===== config.mk =====
export PLATFORM = sky130hd
export DESIGN_NAME = dcp_recover_flat
export DESIGN_NICKNAME = d
export VERILOG_FILES = /design/src/rtl/dcp_recover_if.sv /design/src/rtl/dcp_recover.sv /design/src/flat_wrapper.sv
export SDC_FILE = /design/constraint.sdc
export NUM_CORES = 1
export LEC_CHECK = 0
export CAP_MARGIN = 10
export CORE_MARGIN = 5
export CORE_UTILIZATION = 50
export CTS_CLUSTER_SIZE = 20
export DETAILED_ROUTE_END_ITERATION = 8
export PLACE_DENSITY = 0.64
export SYNTH_ARGS = -nofsm -noshare
export SYNTH_HDL_FRONTEND = slang
export SYNTH_SLANG_ARGS = --single-unit

===== constraint.sdc =====
create_clock -name pixelclk -period 18.4 [get_ports pixelclk]
set_clock_uncertainty 0.15 [all_clocks]
set_input_delay 3.68 -clock pixelclk [delete_from_list [all_inputs] [get_ports pixelclk]]
set_output_delay 3.68 -clock pixelclk [all_outputs]
set_load 0.01 [all_outputs]

===== src/rtl/dcp_recover_if.sv =====
// Pixel bus for the dehaze recovery stage.
// The hazy pixel, its transmittance and the frame A estimate arrive on i_*,
// and the recovered pixel leaves on o_*.
// Handshake: i_data_valid qualifies i_r/i_g/i_b/i_transmittance in the cycle it is high.
// There is no ready: the consumer must accept every cycle, and the stage never stalls.
// o_data_valid qualifies o_r/o_g/o_b in the same way.
interface dcp_recover_if;
    logic       i_data_valid;
    logic       i_vs;
    logic       i_hs;
    logic [7:0] i_r;
    logic [7:0] i_g;
    logic [7:0] i_b;
    logic [7:0] i_transmittance;
    logic [7:0] i_atmos;
    logic [7:0] o_r;
    logic [7:0] o_g;
    logic [7:0] o_b;
    logic       o_data_valid;
    logic       o_vs;
    logic       o_hs;
    logic [7:0] o_atmos_used;

    // Upstream side: drives the hazy pixel and observes the recovered one.
    modport master (
        output i_data_valid, i_vs, i_hs, i_r, i_g, i_b, i_transmittance, i_atmos,
        input  o_r, o_g, o_b, o_data_valid, o_vs, o_hs, o_atmos_used
    );

    // Recovery stage side.
    modport slave (
        input  i_data_valid, i_vs, i_hs, i_r, i_g, i_b, i_transmittance, i_atmos,
        output o_r, o_g, o_b, o_data_valid, o_vs, o_hs, o_atmos_used
    );
endinterface


===== src/rtl/dcp_recover.sv =====
// Dark-channel-prior scene recovery: J = (I - A) / t + A per RGB channel.
// The pipeline has four stages: reciprocal ROM, difference, multiply/add and saturate.
// Valid and the syncs travel through a matching delay line.
// A is latched once per frame on the rising edge of i_vs.
// LATENCY documents the datapath depth and must stay 4.
module dcp_recover #(
    parameter logic [7:0] T0      = 8'd26,
    parameter logic [7:0] A_MIN   = 8'd160,
    parameter int         LATENCY = 4
) (
    input  logic         pixelclk,
    input  logic         reset_n,
    dcp_recover_if.slave px
);

    logic [7:0]         in_rgb   [3];
    logic [11:0]        recip_rom [256];

    logic [7:0]         a_reg;
    logic               vs_d;
    logic               vs_rise;

    logic [7:0]         rgb_s1   [3];
    logic [11:0]        recip_s1;
    logic [7:0]         a_s1;

    logic signed [8:0]  diff_s2  [3];
    logic [11:0]        recip_s2;
    logic [7:0]         a_s2;

    logic signed [21:0] prod     [3];
    logic signed [15:0] sum_c    [3];
    logic signed [15:0] sum_s3   [3];

    logic [7:0]         out_q    [3];

    logic [LATENCY-1:0] v_dly;
    logic [LATENCY-1:0] vs_dly;
    logic [LATENCY-1:0] hs_dly;

    assign in_rgb[0] = px.i_r;
    assign in_rgb[1] = px.i_g;
    assign in_rgb[2] = px.i_b;

    // Reciprocal table floor(65280 / max(t, T0)); entries below T0 hold the clamped value.
    for (genvar gi = 0; gi < 256; gi++) begin : g_rom
        localparam int TC = (gi < int'(T0)) ? int'(T0) : gi;
        assign recip_rom[gi] = 12'(65280 / TC);
    end

    assign vs_rise = px.i_vs & ~vs_d;

    // Frame A register: floored at A_MIN and loaded only on the rising edge of i_vs.
    always_ff @(posedge pixelclk) begin
        if (!reset_n) begin
            a_reg <= '0;
            vs_d  <= 1'b0;
        end else begin
            vs_d <= px.i_vs;
            if (vs_rise) begin
                a_reg <= (px.i_atmos < A_MIN) ? A_MIN : px.i_atmos;
            end
        end
    end

    // Valid and sync delay lines, one bit per pipeline stage.
    always_ff @(posedge pixelclk) begin
        if (!reset_n) begin
            v_dly  <= '0;
            vs_dly <= '0;
            hs_dly <= '0;
        end else begin
            v_dly  <= {v_dly[LATENCY-2:0],  px.i_data_valid};
            vs_dly <= {vs_dly[LATENCY-2:0], px.i_vs};
            hs_dly <= {hs_dly[LATENCY-2:0], px.i_hs};
        end
    end

    // Stage 3 arithmetic: signed product, floor shift by 8, and A added back.
    always_comb begin
        for (int c = 0; c < 3; c++) begin
            prod[c]  = 22'(diff_s2[c]) * 22'($signed({1'b0, recip_s2}));
            // prod[21:8] is prod >>> 8; the sign is extended to 16 bits before adding A.
            sum_c[c] = {{2{prod[c][21]}}, prod[c][21:8]} + {8'd0, a_s2};
        end
    end

    // Pipeline stages 1 to 4.
    // A is carried along with each pixel, so a pixel sampled on the vs edge keeps the old A.
    always_ff @(posedge pixelclk) begin
        if (!reset_n) begin
            recip_s1 <= '0;
            a_s1     <= '0;
            recip_s2 <= '0;
            a_s2     <= '0;
            for (int c = 0; c < 3; c++) begin
                rgb_s1[c]  <= '0;
                diff_s2[c] <= '0;
                sum_s3[c]  <= '0;
                out_q[c]   <= '0;
            end
        end else begin
            recip_s1 <= recip_rom[px.i_transmittance];
            a_s1     <= a_reg;
            recip_s2 <= recip_s1;
            a_s2     <= a_s1;
            for (int c = 0; c < 3; c++) begin
                rgb_s1[c]  <= in_rgb[c];
                diff_s2[c] <= $signed({1'b0, rgb_s1[c]}) - $signed({1'b0, a_s1});
                sum_s3[c]  <= sum_c[c];
                if (!v_dly[LATENCY-2]) begin
                    out_q[c] <= '0;
                end else if (sum_s3[c] < 16'sd0) begin
                    out_q[c] <= '0;
                end else if (sum_s3[c] > 16'sd255) begin
                    out_q[c] <= 8'd255;
                end else begin
                    out_q[c] <= sum_s3[c][7:0];
                end
            end
        end
    end

    assign px.o_r          = out_q[0];
    assign px.o_g          = out_q[1];
    assign px.o_b          = out_q[2];
    assign px.o_data_valid = v_dly[LATENCY-1];
    assign px.o_vs         = vs_dly[LATENCY-1];
    assign px.o_hs         = hs_dly[LATENCY-1];
    assign px.o_atmos_used = a_reg;

endmodule


===== src/flat_wrapper.sv =====
// flat-port wrapper written by rule: the top's interface ports become plain ports
module dcp_recover_flat 
#(
    parameter logic [7:0] T0      = 8'd26,
    parameter logic [7:0] A_MIN   = 8'd160,
    parameter int         LATENCY = 4
)
  (pixelclk, reset_n, px_i_data_valid, px_i_vs, px_i_hs, px_i_r, px_i_g, px_i_b, px_i_transmittance, px_i_atmos, px_o_r, px_o_g, px_o_b, px_o_data_valid, px_o_vs, px_o_hs, px_o_atmos_used);
  dcp_recover_if px_i ();
  input  logic pixelclk;
  input  logic reset_n;
  input wire logic [$bits(px_i.i_data_valid)-1:0] px_i_data_valid;
  input wire logic [$bits(px_i.i_vs)-1:0] px_i_vs;
  input wire logic [$bits(px_i.i_hs)-1:0] px_i_hs;
  input wire logic [$bits(px_i.i_r)-1:0] px_i_r;
  input wire logic [$bits(px_i.i_g)-1:0] px_i_g;
  input wire logic [$bits(px_i.i_b)-1:0] px_i_b;
  input wire logic [$bits(px_i.i_transmittance)-1:0] px_i_transmittance;
  input wire logic [$bits(px_i.i_atmos)-1:0] px_i_atmos;
  output wire logic [$bits(px_i.o_r)-1:0] px_o_r;
  output wire logic [$bits(px_i.o_g)-1:0] px_o_g;
  output wire logic [$bits(px_i.o_b)-1:0] px_o_b;
  output wire logic [$bits(px_i.o_data_valid)-1:0] px_o_data_valid;
  output wire logic [$bits(px_i.o_vs)-1:0] px_o_vs;
  output wire logic [$bits(px_i.o_hs)-1:0] px_o_hs;
  output wire logic [$bits(px_i.o_atmos_used)-1:0] px_o_atmos_used;
  assign px_i.i_data_valid = px_i_data_valid;
  assign px_i.i_vs = px_i_vs;
  assign px_i.i_hs = px_i_hs;
  assign px_i.i_r = px_i_r;
  assign px_i.i_g = px_i_g;
  assign px_i.i_b = px_i_b;
  assign px_i.i_transmittance = px_i_transmittance;
  assign px_i.i_atmos = px_i_atmos;
  assign px_o_r = px_i.o_r;
  assign px_o_g = px_i.o_g;
  assign px_o_b = px_i.o_b;
  assign px_o_data_valid = px_i.o_data_valid;
  assign px_o_vs = px_i.o_vs;
  assign px_o_hs = px_i.o_hs;
  assign px_o_atmos_used = px_i.o_atmos_used;
  dcp_recover #(.T0(T0), .A_MIN(A_MIN), .LATENCY(LATENCY)) u_core (.pixelclk(pixelclk), .reset_n(reset_n), .px(px_i));
endmodule

==> flow_summary_export.csv <==
group,metric,value,unit
placement,gp_congestion,0.936,
drt,wirelength,49.8,mm
power,switching_share,37.2,%
drt,postRouteAntennaNets,0,
critical_path,path_class,"reg -> reg",
sta,fin_ws,10.83,ns
placement,dp_slack,10.89,ns
critical_path,reg2reg_to,"u_core.sum_s3[0][13]$_SDFF_PN0_",
cts,clk_latency,0.47,ns
drt,drc,0,
cts,cts_resized,0,
power,clkPwrFrac,29.6,%
power,pwr-share-comb,34.3,%
placement,dp_hpwl,38.1,mm
power,leakagePower,0.0104,uW
critical_path,startpoint,"u_core.recip_s2[7]$_SDFF_PN0_",
power,p_int,813,uW
sta,post-route-min-period,7.57,ns
global_route,overflow,0,
yosys,syn_area_per_cell,8.87,um2
global_route,grt_usage,22.8,%
drt,wire_per_inst,17.7,um
cts,cts_hold_buf,0,
power,ir_drop,64.5,uV
critical_path,cp_data_arrival_time,7.81,ns
sta,finalSetupTns,0,ns
placement,portBuffers,79,
cts,cts.reportedPaths.clkPinSlew,0.09,ns
yosys,syn-cell-area,20000,um2
job,cap_violations,0,
drt,drt_first_pass_iters,5,
final_layout,area_growth,8.81,%
yosys,async_flop_share,0,%
drt,drt_iter0_drc,930,
global_route,grt_pass1_vias,15900,
sta,fmax,132,MHz
hold_path,hp-start,"u_core.recip_s1[3]$_SDFF_PN0_",
global_route,grt_max_degree,84,
cts,cts_sinks,180,
critical_path,required,18.64,ns
power,p_switching,482,uW
floorplan,ios,80,
yosys,synthDistinctLibCells,76,
sta,period_share,41.1,%
critical_path,end_kind,"register",
global_route,grt_pass1_wl,82.1,mm
outcome,status,"finished, final reports clean",
critical_path,endpoint,"u_core.sum_s3[0][13]$_SDFF_PN0_",
critical_path,r2r-start,"u_core.recip_s2[7]$_SDFF_PN0_",
power,cellPowerDensity,59.4,nW/um2
critical_path,rrSetupSlack,10.83,ns
sta,final-hold-violation-count,0,
drt,vias,15700,
cts,cts_inserted_buffers,17,
final_layout,drive_gt1_share,3.20,%
floorplan,core.rowCount,73,
critical_path,critPathMaxFanout,27,
yosys,synth_edf_count,24,
cts,cts_tree,"yes",
drt,viasPerCell,5.60,
critical_path,r2r_cells,25,
cts,cts.htree.levels,4,
yosys,ys_seq_area_share,19.2,%
cts,root_buffer,"clkbuf_16",
yosys,ys_seq_elements,180,
yosys,synth_cells,2260,
floorplan,die_h,210,um
sta,grt_setup_unrepaired,"false",
sta,slew_violations,0,
cts,clock_path_buffers,2,
floorplan,die_area,44200,um2
floorplan,core,39700,um2
global_route,antenna_found_initial,4,
cts,cts_setup_buffers,0,
yosys,yosys_warnings,0,
sta,tightest_slew,1.11,ns
yosys,ys.flop_type,"dfxtp_1",
sta,finalSetupViolCount,0,
final_layout,fin_nets,2766,
sta,slew_headroom,25.7,%
power,p_seq_share,36.1,%
floorplan,die_width,210,um
final_layout,post-route-util,54.9,%
hold_path,hp-class,"reg -> reg",
floorplan,start_util,50.5,%
final_layout,n_antenna_cell,0,
critical_path,critPathLaunchType,"register",
## metal layers
| layer | global-route usage, % | up-vias | share of wire, % |
|---|---|---|---|
| met2 | 38.2 | 385 | 48 |
| met1 | 31.7 | 7762 | 45 |
| li1 | - | 7515 | - |
| met5 | 0 | - | 0 |
| met3 | 3.20 | 57 | 5.0 |
| met4 | 5.02 | 0 | 1.6 |
## cell usage after synthesis (9+ instances only)
| master | count | share of area, % |
|---|---|---|
| xnor2_1 | 50 | 2.2 |
| a21oi_1 | 110 | 2.7 |
| fa_1 | 216 | 22 |
| nor2_1 | 119 | 2.2 |
| inv_1 | 238 | 4.5 |
| xor2_1 | 21 | 0.92 |
| edfxtp_1 | 24 | 3.6 |
| nand3_1 | 19 | 0.47 |
| o211ai_1 | 22 | 0.82 |
| a21boi_0 | 11 | 0.41 |
| nor2b_1 | 58 | 1.8 |
| nand2_1 | 204 | 3.8 |
| a221oi_1 | 9 | 0.39 |
| nand2b_1 | 29 | 0.90 |
| a21o_1 | 33 | 1.2 |
| clkbuf_1 | 108 | 2.0 |
| nor3b_1 | 10 | 0.37 |
| o21a_1 | 39 | 1.5 |
| and2_1 | 221 | 6.9 |
| ha_1 | 234 | 15 |
| buf_1 | 17 | 0.32 |
| dfxtp_1 | 156 | 16 |
| nor3_1 | 39 | 0.97 |
| o21ai_0 | 94 | 2.3 |
| a211oi_1 | 30 | 1.1 |
## cell families after synthesis
kind of cell | after synthesis | synth area share, %
XOR/XNOR | 72 | 3.18
adder cells (fa/ha/maj) | 450 | 36.2
flip-flops | 180 | 19.2
AND/OR/NAND/NOR | 742 | 19.2
buffers and inverters | 363 | 6.80
other | 1 | 0.0187
multiplexers | 13 | 0.905
AO/OA/AOI/OAI | 439 | 14.6
## cells in the final DEF (no fill, tap or decap), drive strengths merged, types with 24 or more instances in the layout
master,instances
nor2,119
inv,246
nor3,39
dfxtp,156
nand2b,29
ha,234
fa,216
a211oi,31
nor2b,58
a21oi,110
clkdlybuf4s50,75
a21o,33
o21a,39
xnor2,51
o21ai,96
conb,24
and2,221
nand2,205
edfxtp,24
## critical path, stage by stage (launching register included)
cell	delay, ns
dfxtp_1	1.06
nand2_1	0.19
fa_1	0.58
inv_1	0.05
fa_1	0.49
inv_1	0.05
fa_1	0.52
inv_1	0.05
fa_1	0.38
fa_1	0.46
ha_1	0.35
nand2_1	0.08
o41ai_2	0.61
o21ai_0	0.16
a21boi_0	0.36
o21a_1	0.20
o21a_1	0.14
nor2_1	0.07
ha_1	0.31
o21ai_0	0.09
a21oi_1	0.09
or3_1	0.35
a21oi_1	0.25
nor3_1	0.13
a31o_2	0.23
a21oi_1	0.12
## power groups by stage
stage               logic [uW]  clock network, uW  registers (uW)
floorplan                  338                  0             452
global placement           437                  0             475
detailed placement         444                  0             476
CTS                        448                394             467
global route               504                411             472
finish                     444                384             467
## metrics by stage
stage	hold slack, ns	power, uW	area, um2	cells
3_3_place_gp	0.263	912	21200	2777
5_1_grt	0.298	1390	21800	2809
6_report	0.284	1300	21800	2809
3_5_place_dp	0.269	920	21200	2777
4_1_cts	0.288	1310	21800	2809
2_1_floorplan	0.262	790	20100	2283
## worst min-delay path by stage
stage,end,slack (ns),cells past startpoint
final,u_core.recip_s2[3]$_SDFF_PN0_,0.28,1
after global routing,u_core.recip_s2[5]$_SDFF_PN0_,0.30,1
after CTS,u_core.recip_s2[5]$_SDFF_PN0_,0.29,1
after detailed placement,u_core.v_dly[2]$_SDFF_PN0_,0.27,1
after global placement,u_core.hs_dly[1]$_SDFF_PN0_,0.26,1
after floorplan,u_core.hs_dly[1]$_SDFF_PN0_,0.26,1
## registers in the layout, summed over array words and instances, names as in the netlist, 8 cells and up
register                cells
u_core.px.o_atmos_used      8
u_core.diff_s2             27
u_core.recip_s1            12
u_core.recip_s2            12
u_core.out_q               24
u_core.a_s2                 8
u_core.sum_s3              45
u_core.rgb_s1              24
u_core.a_s1                 8
## layout make-up
| class | count | area [um2] |
|---|---|---|
| flip-flops and latches | 180 | 3840 |
| well taps | 525 | 657 |
| inverters | 238 | 893 |
| multi-input cells | 1740 | 14900 |
| fillers | 3692 | 17900 |
| clock inverters | 15 | 184 |
| repair buffers | 94 | 883 |
| clock buffers | 17 | 425 |
No activity file was read; power rests on OpenSTA's default activity.
